--- src/rtl/datapath_pkg.sv ---
// Shared types for the pipelined register-file + ALU datapath: ALU opcodes and flag bundle.
package datapath_pkg;

  typedef enum logic [2:0] {
    ALU_ADD   = 3'b000,
    ALU_SUB   = 3'b001,
    ALU_AND   = 3'b010,
    ALU_OR    = 3'b011,
    ALU_XOR   = 3'b100,
    ALU_SLT   = 3'b101,
    ALU_PASSB = 3'b110,
    ALU_NOR   = 3'b111
  } alu_op_e;

  typedef struct packed {
    logic zero;
    logic carry;
    logic overflow;
  } flags_t;

  localparam int     ALU_OPS   = 8;
  localparam flags_t FLAGS_RST = '{zero: 1'b1, carry: 1'b0, overflow: 1'b0};

  // Only ADD/SUB drive carry and overflow; every other op reports them as 0.
  function automatic logic is_arith(input alu_op_e op);
    return (op == ALU_ADD) || (op == ALU_SUB);
  endfunction

endpackage

--- src/rtl/datapath_regfile.sv ---
// NREGS x WIDTH register file: two async read ports, one debug read port, one sync write port.
module datapath_regfile
  import datapath_pkg::*;
#(
  parameter  int WIDTH = 32,
  parameter  int NREGS = 4,
  localparam int AW    = $clog2(NREGS)
) (
  input  logic             clk,
  input  logic             rst,
  input  logic             we,
  input  logic [AW-1:0]    waddr,
  input  logic [WIDTH-1:0] wdata,
  input  logic [AW-1:0]    raddr1,
  input  logic [AW-1:0]    raddr2,
  input  logic [AW-1:0]    dbg_addr,
  output logic [WIDTH-1:0] rdata1,
  output logic [WIDTH-1:0] rdata2,
  output logic [WIDTH-1:0] dbg_data
);

  logic [NREGS-1:0][WIDTH-1:0] regs;

  always_ff @(posedge clk or negedge rst) begin
    if (!rst)    regs        <= '0;
    else if (we) regs[waddr] <= wdata;
  end

  assign rdata1   = regs[raddr1];
  assign rdata2   = regs[raddr2];
  assign dbg_data = regs[dbg_addr];

endmodule

--- src/rtl/pipelined_datapath.sv ---
// Two-stage (EX -> WB) register-file + ALU datapath with valid/ready issue.
// PIPELINED_DATAPATH_BYPASS_EN selects EX/WB forwarding; otherwise RAW hazards stall one cycle.
module pipelined_datapath
  import datapath_pkg::*;
#(
  parameter  int WIDTH = 32,
  parameter  int NREGS = 4,
  localparam int AW    = $clog2(NREGS)
) (
  input  logic             clk,
  input  logic             rst,
  input  logic             in_valid,
  output logic             in_ready,
  input  logic             wr,
  input  logic [2:0]       alu_ctrl,
  input  logic [AW-1:0]    addr1,
  input  logic [AW-1:0]    addr2,
  input  logic [AW-1:0]    addr3,
  input  logic             use_imm,
  input  logic [WIDTH-1:0] imm,
  output logic             out_valid,
  output logic [WIDTH-1:0] result,
  output logic             zero,
  output logic             carry,
  output logic             overflow,
  input  logic [AW-1:0]    dbg_addr,
  output logic [WIDTH-1:0] dbg_data
);

  typedef struct packed {
    logic          wr;
    logic [AW-1:0] addr3;
  } exwb_t;

  exwb_t            exwb;
  logic             vld_pipe;
  logic             run_q;
  logic [WIDTH-1:0] res_q;
  flags_t           flg_q;

  logic [WIDTH-1:0] rd1, rd2, opa, opb, bx, alu_res;
  logic [WIDTH:0]   sum;
  flags_t           alu_flg;
  alu_op_e          op;
  logic             sub, hit1, hit2, hazard, accept;

  datapath_regfile #(.WIDTH(WIDTH), .NREGS(NREGS)) u_rf (
    .clk      (clk),
    .rst      (rst),
    .we       (vld_pipe && exwb.wr),
    .waddr    (exwb.addr3),
    .wdata    (res_q),
    .raddr1   (addr1),
    .raddr2   (addr2),
    .dbg_addr (dbg_addr),
    .rdata1   (rd1),
    .rdata2   (rd2),
    .dbg_data (dbg_data)
  );

  // A source matches the op sitting in WB whose write has not landed yet.
  assign hit1 = vld_pipe && exwb.wr && (exwb.addr3 == addr1);
  assign hit2 = vld_pipe && exwb.wr && !use_imm && (exwb.addr3 == addr2);

`ifdef PIPELINED_DATAPATH_BYPASS_EN
  assign hazard = 1'b0;
  assign opa    = hit1 ? res_q : rd1;
  assign opb    = use_imm ? imm : (hit2 ? res_q : rd2);
`else
  assign hazard = hit1 || hit2;
  assign opa    = rd1;
  assign opb    = use_imm ? imm : rd2;
`endif

  assign in_ready = run_q && !hazard;
  assign accept   = in_valid && in_ready;

  // SUB is A + ~B + 1 so carry-out reads directly as "no borrow".
  assign op  = alu_op_e'(alu_ctrl);
  assign sub = (op == ALU_SUB);
  assign bx  = sub ? ~opb : opb;
  assign sum = {1'b0, opa} + {1'b0, bx} + {{WIDTH{1'b0}}, sub};

  always_comb begin
    alu_res = '0;
    case (op)
      ALU_ADD,
      ALU_SUB:   alu_res = sum[WIDTH-1:0];
      ALU_AND:   alu_res = opa & opb;
      ALU_OR:    alu_res = opa | opb;
      ALU_XOR:   alu_res = opa ^ opb;
      ALU_SLT:   alu_res = {{(WIDTH-1){1'b0}}, ($signed(opa) < $signed(opb))};
      ALU_PASSB: alu_res = opb;
      ALU_NOR:   alu_res = ~(opa | opb);
      default:   alu_res = '0;
    endcase
  end

  always_comb begin
    alu_flg          = '{zero: 1'b0, carry: 1'b0, overflow: 1'b0};
    alu_flg.zero     = (alu_res == '0);
    if (is_arith(op)) begin
      alu_flg.carry    = sum[WIDTH];
      alu_flg.overflow = (opa[WIDTH-1] == bx[WIDTH-1]) && (sum[WIDTH-1] != opa[WIDTH-1]);
    end
  end

  // Result/flags only move on an accepted op; an idle cycle just drops the valid bit.
  always_ff @(posedge clk or negedge rst) begin
    if (!rst) begin
      run_q    <= 1'b0;
      vld_pipe <= 1'b0;
      exwb     <= '0;
      res_q    <= '0;
      flg_q    <= FLAGS_RST;
    end else begin
      run_q    <= 1'b1;
      vld_pipe <= accept;
      if (accept) begin
        exwb.wr    <= wr;
        exwb.addr3 <= addr3;
        res_q      <= alu_res;
        flg_q      <= alu_flg;
      end
    end
  end

  assign out_valid = vld_pipe;
  assign result    = res_q;
  assign zero      = flg_q.zero;
  assign carry     = flg_q.carry;
  assign overflow  = flg_q.overflow;

endmodule
--- config.mk ---
export PLATFORM = sky130hd
export DESIGN_NAME = pipelined_datapath
export DESIGN_NICKNAME = d
export VERILOG_FILES = /design/src/rtl/datapath_pkg.sv /design/src/rtl/datapath_regfile.sv /design/src/rtl/pipelined_datapath.sv
export SDC_FILE = /design/constraint.sdc
export NUM_CORES = 1
export LEC_CHECK = 0
export ABC_CLOCK_PERIOD_IN_PS = 6200
export CAP_MARGIN = 20
export CORE_MARGIN = 3
export CORE_UTILIZATION = 45
export CTS_BUF_LIST = sky130_fd_sc_hd__clkbuf_8
export CTS_CLUSTER_DIAMETER = 200
export CTS_CLUSTER_SIZE = 40
export DETAILED_ROUTE_END_ITERATION = 8
export GPL_TIMING_DRIVEN = 0
export PLACE_DENSITY = 0.65
export SLEW_MARGIN = 30
export SYNTH_ARGS = -nofsm -noshare
export SYNTH_HDL_FRONTEND = slang
export SYNTH_SLANG_ARGS = --single-unit
--- constraint.sdc ---
create_clock -name clk -period 6.2 [get_ports clk]
set_clock_uncertainty 0.05 [all_clocks]
set_input_delay 1.24 -clock clk [delete_from_list [all_inputs] [get_ports clk]]
set_output_delay 1.24 -clock clk [all_outputs]
set_load 0.1 [all_outputs]
==> results by group <==
Outcome
  • Status: finished clean

Timing
  • Slew headroom: 32.6%
  • Fin crit share: 98.6%
  • Setup-failing EPs final: 0
  • Max Slew Vio Count: 0
  • Worst slew pin tran: 1.01 ns
  • Fmax achieved: 0.164 GHz
  • Fin crit period: 6.11 ns
  • RSZ-0062 raised after global routing: no
  • Final Worst Setup Slack: 0.0896 ns
  • Fin. Hold Viols: 0

Worst hold path
  • Hold WC Path Type: reg2reg
  • Worst Hold Path EP: overflow
  • Hold path startpoint: overflow
  • Hold path cells: 2

Setup path
  • R2R Path End: zero
  • WP buf/inv: 4
  • CP delay by family, top: simple AND/OR/NAND/NOR gates
  • Critical-path cell with the highest stage delay: or4_1
  • CP Cell Sequence: clkdlybuf4s15_2, clkbuf_8, clkbuf_4, buf_4, mux4_2, mux2i_4, ha_1, nand4bb_2, or4_1, nor3_1, o32ai_1, o2111ai_1, mux2_2, a41o_1, nor4_1, and4_1, nand4b_1, o41ai_2
  • Critical Path Fanout Max: 10
  • Setup crit start kind: input port
  • Setup crit end kind: register
  • Crit path kind: in2reg
  • Critical Path Max Stage Delay: 0.60 ns
  • Critical Path RT: 6.50 ns
  • R2r setup slk: between 0.9 and 1 ns
  • CP Data Arrival Time: 6.41 ns
  • FF-to-FF Start: u_rf.regs[43]
  • Reg2Reg Depth: 16

Job
  • Max-Cap Viols: 0

Logic synthesis
  • Syn_nets: 1,570
  • Yosys top cell area share: 28.7%
  • Cell taking the most area after synthesis: dfrtp_1
  • EDFF count, synth: 0
  • Post-Synthesis Cells: 1,392
  • Top FF cell, synth: dfrtp_1
  • Synth cell types: 87
  • Synth warnings: 0
  • Ys async rst share: 100%
  • Mapped Avg Cell Area: 10.4 um2
  • Flops & latches, synth: 168
  • Post-synthesis sequential area ratio: 28.9%
  • Synth area leaders: dfrtp_1 (29%), mux4_2 (15%), ha_1 (11%)
  • Synth Cell Area: roughly 15,000 um2

Final layout
  • Share of cells above drive strength 1: between 20% and 30%
  • Layout area overhead: 15.0%
  • Most frequent cells in the layout: dfrtp_1 (167), mux2_2 (138), ha_1 (129), nand2_1 (108), clkdlybuf4s50_1 (108)
  • Fillers: 2,851
  • N_diodes: 0
  • Post-route insts no fill: 1,933
  • Final net count: 1,699
  • Commonest non-fill, non-tap cell in the layout: dfrtp_1

Die
  • Total core area: 31,700 um2
  • Die area: 34,500 um2
  • # rows: 65
  • Die W: 186 um
  • Starting Density: 45.8%
  • I/O pin count: approximately 120
  • Die Ht: approximately 190 um

Drt
  • WL per Instance: roughly 25 um
  • DRT Pass-1 Iters: 5
  • Residual DRC: 0
  • Via count: 12.3k
  • Post-DRT Antenna Nets: 0
  • DRT iter0 DRCs: 1,317
  • Drt total wl: 47,600 um
  • Vias per cell: about 6.4

Placed design
  • HPWL Detailed: 37,000 um
  • Port bufs: 110
  • Cell count after placement: 1,906
  • Final GP Congestion: 0.975
  • Setup Slack @ Placement: -2.36 ns

Global route
  • Total GRT Usage: 27.6%
  • First-pass GRT wire length: roughly 72,000 um
  • Vias in the first global route: 11.8k
  • Initial antenna violation count: 0
  • Largest net degree at the start of global routing: 74
  • Grt total ovfl: 0

Power and ir drop
  • PwrDens: approximately 480 nW/um2
  • Leak Pwr: 7.30 nW
  • Max IR drop VDD: around 0.36 mV

Clock tree
  • CTS HTree Levels: 4
  • Clock Latency Late Sink: 0.46 ns
  • Clock sink count: 168
  • CTS clk-pin slew, worst paths: about 0.080 ns
  • Cts hold-fix bufs: 0
  • CTS tree: yes
  • Clock Path Buffers: 2
  • Root buffer cell: clkbuf_8
  • Cts bufs inserted: 17
==> synthesized netlist by cell type, types with 10 or more instances <==
| cell type | n |
|---|---|
| dfrtp_1 | 167 |
| mux2_2 | 138 |
| ha_1 | 129 |
| nand2_1 | 108 |
| mux4_2 | 94 |
| inv_1 | 79 |
| o21ai_0 | 78 |
| a21oi_1 | 73 |
| clkbuf_1 | 68 |
| nor2_1 | 59 |
| mux2i_1 | 39 |
| xnor2_1 | 39 |
| buf_1 | 21 |
| a211oi_1 | 19 |
| nor3_1 | 19 |
| nand3_1 | 17 |
| o221ai_1 | 12 |
| xor2_1 | 12 |
| a21o_1 | 11 |
| nand4_1 | 11 |
| o22ai_1 | 11 |
| nor2b_1 | 10 |
| o21a_1 | 10 |
==> repair_timing <==
action,in CTS,in global routing
resized for setup,39,23
endpoints found under the setup margin,20,6
endpoints found under the hold margin,0,0
setup buffers,0,0
==> worst register-to-register path, cell delays in order (launching register included) <==
cell and delay [ns]:
dfrtp_1 0.41, mux4_1 0.50, mux2i_1 0.66, xnor2_1 0.20, ha_1 0.25, clkbuf_1 0.21
a211oi_1 0.35, o21ai_0 0.15, o21a_1 0.20, a211o_1 0.27, a311o_1 0.39, nor4_1 0.32
nand4_1 0.16, nor4_1 0.34, and4_1 0.26, nand4b_1 0.13, o41ai_2 0.25
==> area by class of cell <==
class	count	area (um2)	share of cell area, %
Buffer	94	432	2.58
Multi-Input combinational cell	1047	9780	58.5
Inverter	81	304	1.82
Sequential cell	168	4210	25.1
Clock inverter	11	87.6	0.524
Timing Repair Buffer	112	1160	6.95
Tap cell	402	503	3.01
Clock buffer	18	248	1.48
==> routing by layer <==
metal | track usage (%) | wire length, um | share of wire (%)
met1 | 39.2 | 20800 | 44
met2 | 44.0 | 22000 | 46
met3 | 4.30 | 3500 | 7.3
met4 | 8.28 | 1310 | 2.7
met5 | 0 | 0 | 0
==> per-stage QoR <==
stage               util (%)  power [mW]  hold slack [ns]  area [um2]  setup TNS [ns]
finish                  52.7        8.05            0.456       16700               0
detailed placement      51.1        7.19            0.438       16200          -29.36
CTS                     52.4        7.93            0.456       16600               0
global route            52.7        8.49            0.473       16700               0
global placement        50.9        7.10            0.428       16100         -537.42
floorplan                  -        5.76            0.418       14500               0
==> report_power, final <==
part           internal, mW  switching, mW
combinational          1.92           3.46
sequential             1.51          0.470
clock                 0.314          0.375
total                  3.75           4.31
==> registers in the layout, indices dropped and copies added (netlist names) <==
| name | flops |
|---|---|
| out_valid | 1 |
| exwb | 3 |
| run_q | 1 |
| u_rf.regs | 128 |
| zero | 1 |
| overflow | 1 |
| carry | 1 |
| result | 32 |
==> worst max-delay path by stage <==
stage,from,endpoint,cells after the start
floorplan,addr1[0],zero,16
global placement,rst,u_rf.regs[6],1
detailed placement,addr2[1],zero,18
CTS,addr1[0],zero,17
global route,alu_ctrl[0],zero,17
finish,addr2[1],zero,18
==> cell families after synthesis <==
| kind of cell | share of synthesized area (%) |
|---|---|
| other | 0.0258 |
| AO/OA/AOI/OAI | 13.8 |
| XOR/XNOR | 3.07 |
| adder cells (fa/ha/maj) | 11.2 |
| buffers and inverters | 4.69 |
| flip-flops | 28.9 |
| multiplexers | 28.6 |
| AND/OR/NAND/NOR | 9.72 |
Power figures use the tool's default switching activity.
